===== src/rtl/cam_pkg.sv =====
// Shared types and helpers for the CAM search-side match encoder.
package cam_pkg;

  typedef enum logic [0:0] {
    CAM_ENC_IDLE,
    CAM_ENC_BUSY
  } cam_enc_state_e;

  // Widest vector popcount() can count; callers zero-extend to this width.
  localparam int unsigned PopcountMaxWidth = 1024;

  // Counts set bits in v[width-1:0].
  function automatic int unsigned popcount(input logic [PopcountMaxWidth-1:0] v,
                                           input int unsigned width);
    int unsigned cnt;
    cnt = 0;
    for (int unsigned i = 0; i < PopcountMaxWidth; i++) begin
      if (i < width && v[i]) cnt++;
    end
    return cnt;
  endfunction

endpackage


===== src/rtl/cam_priority_encoder.sv =====
// Combinational lowest-set-bit encoder: returns the index of the lowest set bit in vec.
module cam_priority_encoder #(
  parameter int unsigned ADDR_WIDTH = 5,
  parameter int unsigned DEPTH      = 1 << ADDR_WIDTH
) (
  input  logic [DEPTH-1:0]      vec_i,
  output logic [ADDR_WIDTH-1:0] index_o,
  output logic                  any_o
);

  always_comb begin
    index_o = '0;
    any_o   = 1'b0;
    // Scan high to low so the lowest set bit wins.
    for (int i = int'(DEPTH) - 1; i >= 0; i--) begin
      if (vec_i[i]) begin
        index_o = ADDR_WIDTH'(i);
        any_o   = 1'b1;
      end
    end
  end

endmodule


===== src/rtl/cam_match_encoder.sv =====
// Captures one CAM match vector per search and streams every matching entry index,
// lowest first, over a valid/ready handshake; reports misses and the hit count.
module cam_match_encoder
  import cam_pkg::*;
#(
  parameter int unsigned ADDR_WIDTH = 5,
  parameter int unsigned DEPTH      = 1 << ADDR_WIDTH
) (
  input  logic                  clk_i,
  input  logic                  rst_ni,
  input  logic                  match_valid_i,
  output logic                  match_ready_o,
  input  logic [DEPTH-1:0]      match_vector_i,
  output logic [ADDR_WIDTH-1:0] index_o,
  output logic                  index_valid_o,
  input  logic                  index_ready_i,
  output logic                  index_last_o,
  output logic                  miss_o,
  output logic [ADDR_WIDTH:0]   hit_count_o
);

  cam_enc_state_e        state_q;
  logic [DEPTH-1:0]      pending_q;
  logic [ADDR_WIDTH:0]   hit_count_q;
  logic                  miss_q;

  logic [ADDR_WIDTH-1:0] enc_index;
  logic                  enc_any;
  logic                  busy;
  logic                  accept;
  logic                  last;
  logic                  handshake;

  cam_priority_encoder #(
    .ADDR_WIDTH (ADDR_WIDTH),
    .DEPTH      (DEPTH)
  ) u_prio_enc (
    .vec_i   (pending_q),
    .index_o (enc_index),
    .any_o   (enc_any)
  );

  assign busy      = (state_q == CAM_ENC_BUSY);
  assign accept    = match_valid_i && !busy;
  // Exactly one bit left: clearing the lowest set bit leaves nothing.
  assign last      = ((pending_q & (pending_q - DEPTH'(1))) == '0);
  assign handshake = busy && index_ready_i;

  assign match_ready_o = !busy;
  assign index_valid_o = busy && enc_any;
  assign index_o       = busy ? enc_index : '0;
  assign index_last_o  = busy && last;
  assign miss_o        = miss_q;
  assign hit_count_o   = hit_count_q;

  always_ff @(posedge clk_i or negedge rst_ni) begin
    if (!rst_ni) begin
      state_q     <= CAM_ENC_IDLE;
      pending_q   <= '0;
      hit_count_q <= '0;
      miss_q      <= 1'b0;
    end else begin
      miss_q <= 1'b0;
      unique case (state_q)
        CAM_ENC_IDLE: begin
          if (accept) begin
            hit_count_q <= (ADDR_WIDTH + 1)'(popcount(PopcountMaxWidth'(match_vector_i), DEPTH));
            if (match_vector_i == '0) begin
              miss_q <= 1'b1;
            end else begin
              pending_q <= match_vector_i;
              state_q   <= CAM_ENC_BUSY;
            end
          end
        end
        CAM_ENC_BUSY: begin
          if (handshake) begin
            pending_q[enc_index] <= 1'b0;
            if (last) state_q <= CAM_ENC_IDLE;
          end
        end
        default: state_q <= CAM_ENC_IDLE;
      endcase
    end
  end

endmodule

===== config.mk =====
export PLATFORM = sky130hd
export DESIGN_NAME = cam_match_encoder
export DESIGN_NICKNAME = d
export VERILOG_FILES = /design/src/rtl/cam_pkg.sv /design/src/rtl/cam_priority_encoder.sv /design/src/rtl/cam_match_encoder.sv
export SDC_FILE = /design/constraint.sdc
export NUM_CORES = 1
export LEC_CHECK = 0
export CAP_MARGIN = 15
export CORE_UTILIZATION = 40
export DETAILED_ROUTE_END_ITERATION = 10
export HOLD_SLACK_MARGIN = 0.02
export PLACE_DENSITY = 0.64
export SETUP_SLACK_MARGIN = 0.5
export SYNTH_ARGS = -nofsm -noshare
export SYNTH_HDL_FRONTEND = slang
export SYNTH_SLANG_ARGS = --single-unit
export TNS_END_PERCENT = 1

===== constraint.sdc =====
create_clock -name clk_i -period 3.6 [get_ports clk_i]
set_clock_uncertainty 0.05 [all_clocks]
set_input_delay 0.72 -clock clk_i [delete_from_list [all_inputs] [get_ports clk_i]]
set_output_delay 0.72 -clock clk_i [all_outputs]
set_load 0.005 [all_outputs]

# After elaboration in Yosys (flattened, before gate mapping)
# Cells that the tools add are included.
dict set report classes {
  add_sub_neg 32
  magnitude_cmp 2
  n_eq_ne 3
  n_mux 173
  bitwise 4
  n_reduce_logical 10
}
# cell n
set ops {}
lappend ops {{6-bit two-way mux} 93}
lappend ops {{6-bit by 1-bit adder with 6-bit output, second input constant} 31}
lappend ops {{5-bit two-way mux} 33}
lappend ops {{32-bit two-way mux} 3}
lappend ops {{32-bit AND} 2}
lappend ops {{32-bit zero test} 2}
lappend ops {{32-bit one-hot mux with 2 select lines} 1}
lappend ops {{1-bit two-way mux} 41}
lappend ops {{32-bit NOT} 1}
lappend ops {{32-bit by 1-bit subtractor with 32-bit output, second input constant} 1}
lappend ops {{5-bit by 6-bit < comparator with 1-bit output, second input constant} 1}
lappend ops {{1-bit demux with 5-bit select} 1}
lappend ops {{5-bit by 1-bit greater-or-equal comparator with 1-bit output, second input constant} 1}
lappend ops {{1-bit logical AND} 5}
lappend ops {{2-bit != test, second input constant} 2}
lappend ops {{3-bit AND reduction} 1}
lappend ops {{2-bit by 1-bit != test with 1-bit output, second input constant} 1}
lappend ops {{1-bit one-hot mux with 2 select lines} 1}
lappend ops {{2-bit AND reduction} 1}
lappend ops {{1-bit zero test} 1}
lappend ops {{1-bit NOT} 1}
dict set report word_totals {
  regBits 40
  in_bits 36
  wordCells 228
}

# Depth between registers and ports, before layout
dict set report logic_depth {
  word_depth 126
  ltp_mapped 88
}

# Modules after synthesis
# A second synthesis with hierarchy kept.
dict set report hier_totals {
  hier_cells 998
  area_unflattened_um2 7546.0
}
# module instances cells_per_inst area_per_inst_um2 seq_area_each_um2
set modules_own_cells {}
lappend modules_own_cells {cam_match_encoder 1 933 7175.6 1001.0}
lappend modules_own_cells {cam_priority_encoder 1 65 370.4 0.0}

# Least setup slack after synthesis
# Ideal clock, no wire load.
dict set report synth_path {
  path_type {input -> register}
  startpoint {in match_vector_i[0]}
  endpoint {reg hit_count_q[5] (netlist: hit_count_o[5])}
  setup_ps 76
  arrival_ps 15859
  slack_ps -12385
  path_stages 86
  path_buffers 1
  cell_sequence {inv_1 ha_1 buf_4 xnor2_2 inv_1 ha_1 xor2_1 mux2i_1 xor2_1 mux2_2 ha_1 nand2b_1 and4_1 nor3b_1 nor2_1 ha_1 inv_1 a21oi_1 [50 not listed] xnor2_1 and3_1 or3_1 o22ai_1 ha_1 o22a_1 ha_1 mux2_2 ha_1 nand2_1 maj3_1 or3_1 a21oi_1 a31oi_1 xnor3_1 nor2_1 xnor3_1 o21ai_1}
}
dict set report synth_between {
  elab_chain_cells 125
}
# item line_no
set synth_rtl {}
lappend synth_rtl {{start: declaration} cam_match_encoder.sv:13} ;# input logic [DEPTH-1:0] match_vector_i,
lappend synth_rtl {{1-bit two-way mux (*)} cam_pkg.sv:18} ;# if (i < width && v[i]) cnt++;
lappend synth_rtl {{6-bit two-way mux (*)} cam_match_encoder.sv:66} ;# if (accept) begin
lappend synth_rtl {{6-bit two-way mux (*)} cam_match_encoder.sv:64} ;# unique case (state_q)
lappend synth_rtl {{6-bit by 1-bit adder with 6-bit output} cam_pkg.sv:18}
lappend synth_rtl {{6-bit two-way mux (*)} cam_pkg.sv:18}
lappend synth_rtl {{6-bit two-way mux (*)} cam_match_encoder.sv:66}
lappend synth_rtl {{6-bit two-way mux (*)} cam_match_encoder.sv:64}
lappend synth_rtl {{6-bit by 1-bit adder with 6-bit output} cam_pkg.sv:18}
lappend synth_rtl {{[109 not listed]} --}
lappend synth_rtl {{6-bit two-way mux (*)} cam_match_encoder.sv:66}
lappend synth_rtl {{6-bit two-way mux (*)} cam_match_encoder.sv:64}
lappend synth_rtl {{6-bit by 1-bit adder with 6-bit output} cam_pkg.sv:18}
lappend synth_rtl {{6-bit two-way mux (*)} cam_pkg.sv:18}
lappend synth_rtl {{6-bit two-way mux (*)} cam_match_encoder.sv:66}
lappend synth_rtl {{6-bit two-way mux (*)} cam_match_encoder.sv:64}
lappend synth_rtl {{6-bit by 1-bit adder with 6-bit output} cam_pkg.sv:18}
lappend synth_rtl {{6-bit two-way mux (*)} cam_pkg.sv:18}
lappend synth_rtl {{end signal: assignment} cam_match_encoder.sv:67} ;# hit_count_q <= (ADDR_WIDTH + 1)'(popcount(PopcountMaxWidth'(match_vector_i), DEPTH));
lappend synth_rtl {{end: declaration} cam_match_encoder.sv:24} ;# logic [ADDR_WIDTH:0] hit_count_q;
# Every way passes the cells marked *; elsewhere a longest branch is shown, timed or not. The select of a mux whose other input is x is not followed.
# A chain may end at the register's enable or synchronous reset.

# Worst setup path after layout
dict set report layout_path {
  startpoint {in match_vector_i[1]}
  endpoint {reg hit_count_q[5] (netlist: hit_count_o[5])}
}
dict set report layout_between {
  elab_chain_cells 121
}
# item line_no
set layout_rtl {}
lappend layout_rtl {{6-bit two-way mux (*)} cam_pkg.sv:18}
lappend layout_rtl {{6-bit two-way mux (*)} cam_match_encoder.sv:66}
lappend layout_rtl {{6-bit two-way mux (*)} cam_match_encoder.sv:64}
lappend layout_rtl {{6-bit by 1-bit adder with 6-bit output} cam_pkg.sv:18}
lappend layout_rtl {{6-bit two-way mux (*)} cam_pkg.sv:18}
lappend layout_rtl {{6-bit two-way mux (*)} cam_match_encoder.sv:66}
lappend layout_rtl {{6-bit two-way mux (*)} cam_match_encoder.sv:64}
lappend layout_rtl {{6-bit by 1-bit adder with 6-bit output} cam_pkg.sv:18}
lappend layout_rtl {{[105 not listed]} --}
lappend layout_rtl {{6-bit two-way mux (*)} cam_match_encoder.sv:66}
lappend layout_rtl {{6-bit two-way mux (*)} cam_match_encoder.sv:64}
lappend layout_rtl {{6-bit by 1-bit adder with 6-bit output} cam_pkg.sv:18}
lappend layout_rtl {{6-bit two-way mux (*)} cam_pkg.sv:18}
lappend layout_rtl {{6-bit two-way mux (*)} cam_match_encoder.sv:66}
lappend layout_rtl {{6-bit two-way mux (*)} cam_match_encoder.sv:64}
lappend layout_rtl {{6-bit by 1-bit adder with 6-bit output} cam_pkg.sv:18}
lappend layout_rtl {{6-bit two-way mux (*)} cam_pkg.sv:18}
# Marks and branches as above.

==> run summary <==
Syn-to-layout area delta -> 54.75%
Top post-synthesis cells by count -> sky130_fd_sc_hd__nand2_1, sky130_fd_sc_hd__xnor2_1, sky130_fd_sc_hd__o21ai_0
Core outline area -> 0.01827 mm^2
Portion of the clock cycle consumed by the worst path in the final layout -> 412.0%
DR vias/cell -> 5.448
Worst relative slew slack -> 40.27%
Number of optimization iterations in the first detailed-route pass -> 5
Critical path startpoint category -> input pin
Top cell type's share of synthesized area -> 13.21%
Max-slew violations -> 0
DRT antenna net count -> 0
Number of port buffers -> 50
Main area contributors after synthesis -> sky130_fd_sc_hd__dfrtp_1, sky130_fd_sc_hd__xnor2_1, sky130_fd_sc_hd__nand2_1
Final period demand of the worst path -> 14.83 ns
CTS tree -> done
Share of synthesized area occupied by flip-flops and latches -> 13.21%
NumNets Final -> 1,416
I/O pins -> 51
Worst-margin pin slew -> 0.8960 ns
Type of the tightest min-delay check -> flip-flop to flip-flop
Gate count of the mapped netlist -> 974
Sinks on Clock Net -> 40
Global placement routability congestion -> 0.8996
Critical path data arrival time -> 15.00 ns
Mean Syn Cell Area -> 7.778 um^2
Critical Path Slowest Stage Cell -> sky130_fd_sc_hd__or3_1
Worst Path Required -> 3.76 ns
Count of yosys warnings during synthesis -> 0
Maximum number of pins on one net before global-route repair -> 41
Die width -> 139.6 um
Level count of the clock H-tree -> 2
Setup CP Type -> input pin to flip-flop
DRC viols -> 0
DRC violation total after the first TritonRoute iteration -> 485
Half-perimeter wire length of the detailed placement result -> 18.42 mm
Vert. Die Dim -> 139.6 um
EDFF count, synth -> 0
Most repeated library cell on the critical path -> sky130_fd_sc_hd__ha_1
FP Rows -> 49
CTS clk-pin slew, worst paths -> 0.06 ns
Endpoint class of the critical path -> flip-flop
Fraction of final layout cells sized beyond drive strength 1 -> 39.54%
Worst hold margin -> 0.4289 ns
CTS Buf Count -> 5
Maximum fanout along the worst path -> 4
Final Hold Viols -> 0
Yosys top cell by area -> sky130_fd_sc_hd__dfrtp_1
Fraction of registers with async set/reset -> 100.0%
Synthesized flop and latch total -> 40
Maximum frequency from static timing analysis -> 67.42 MHz
Net count after synthesis -> 1,043
Die Outline Area -> 0.01949 mm^2
PnR worst setup slack -> -11.23 ns
Unique cell type count in the Yosys netlist -> 94
Cell area after synthesis -> 0.007576 mm^2
Antenna violations before repair -> 0
Diode count -> 0
Max stage delay on crit path -> 0.36 ns
Result of the run -> finished, violations left
GRT Resource Usage Total -> 23.64%
Global route overflow -> 0
Unrepaired setup endpoints after global routing -> true
Drt total wl -> 23.64 mm
First-pass GRT wire length -> 38.53 mm
Clock Root Buffer -> sky130_fd_sc_hd__clkbuf_16
Final-report setup violation count -> 9
Routed wire per std cell -> 14.99 um
Failing checks -> setup timing
Filler Cells Inserted -> 1,547
Via count -> 8,591
Vias in the first global route -> 8,236
Max capacitance violation total -> 0
Count leader, synth -> sky130_fd_sc_hd__nand2_1
Leading register cell type out of synthesis -> sky130_fd_sc_hd__dfrtp_1
Clock latency of the later-clocked register in the worst-skew pair -> 0.29 ns
Clock buffer depth -> 2
Initial core utilization -> 41.47%
==> critical path: cells and delay by family <==
family | cells | cell delay (ns)
adders and majority gates | 17 | 4.44
muxes | 7 | 1.48
buffers and inverters | 5 | 0.37
xor gates and xnor gates | 14 | 2.40
AOI/OAI and AO/OA | 25 | 3.35
and+or+nand+nor | 19 | 2.22
==> repair_timing <==
item	in CTS	in global routing
pin swaps	62	58
hold buffers	0	0
endpoints found under the setup margin	35	45
resized for setup	56	64
buffers inserted	23	10
==> registers in the layout, summed over array words and instances (netlist names) <==
register and count:
pending_q 32, hit_count_o 6, busy 1, miss_o 1
==> per-stage QoR <==
stage | std cells | worst slack (ns) | setup TNS (ns) | instance area [um^2] | util (%)
floorplan | 974 | -11.19 | -55.52 | 7826 | -
global placement | 1536 | -11.72 | -60.35 | 10900 | 59.66
detailed placement | 1536 | -12.07 | -62.12 | 10900 | 59.66
CTS | 1567 | -11.28 | -57.87 | 11380 | 62.29
global route | 1577 | -12.03 | -62.52 | 11720 | 64.17
finish | 1577 | -11.23 | -57.50 | 11720 | 64.17
==> path summary, 6_finish.rpt <==
| check | end | depth (start not counted) | slack (ns) | from |
|---|---|---|---|---|
| worst max-delay path | hit_count_o[5] | 87 | -11.23 | match_vector_i[1] |
| worst min-delay path | hit_count_o[0] | 2 | 0.43 | hit_count_o[0] |
| worst max register to register | pending_q[5] | 19 | 0.16 | pending_q[30] |
| worst min register to register | hit_count_o[0] | 2 | 0.43 | hit_count_o[0] |
| max in group asynchronous | pending_q[18] | 1 | 2.43 | rst_ni |
| min in group asynchronous | hit_count_o[0] | 1 | 0.51 | rst_ni |
==> final cells by class <==
type	count	area (um^2)	share of cell area, %
Inverter	42	175.2	1.494
Multi-Input combinational cell	842	6798	57.98
Timing Repair Buffer	416	3296	28.11
Clock inverter	3	42.54	0.3629
Sequential cell	40	1001	8.538
Clock buffer	5	125.1	1.067
Tap cell	229	286.5	2.444
==> cells in the final DEF (no fill, tap or decap), types with 16 or more instances in the layout <==
cell type	netlist	routed
sky130_fd_sc_hd__buf_4	3	361
sky130_fd_sc_hd__nand2_1	111	108
sky130_fd_sc_hd__xnor2_1	70	60
sky130_fd_sc_hd__a21oi_1	62	53
sky130_fd_sc_hd__nor2_1	62	52
sky130_fd_sc_hd__o21ai_0	65	43
sky130_fd_sc_hd__clkdlybuf4s50_1	0	41
sky130_fd_sc_hd__dfrtp_1	40	40
sky130_fd_sc_hd__xor2_1	39	37
sky130_fd_sc_hd__inv_1	39	36
sky130_fd_sc_hd__nand3_1	31	29
sky130_fd_sc_hd__nor3_1	33	25
sky130_fd_sc_hd__a22o_1	24	24
sky130_fd_sc_hd__ha_1	33	24
sky130_fd_sc_hd__o21ai_1	1	16
==> kinds of logic (layout without fill, tap and decap cells) <==
logic type | after synthesis | count (layout) | share of synthesized area (%)
simple gates | 351 | 351 | 23.42
compound gates | 283 | 283 | 25.12
xor+xnor | 148 | 148 | 23.73
buf+inv | 92 | 466 | 5.202
flops | 40 | 40 | 13.21
fa+ha+maj | 37 | 37 | 5.979
mux | 23 | 23 | 3.336
==> metal layers <==
metal	share of wire (%)	GRT usage, %
met4	1.6	4.164
met3	3.0	1.480
met2	51	44.06
met1	44	30.11
met5	0	0
Power is not shown: default switching activity piles up to over one toggle a cycle in this logic, so the estimate is an artifact.
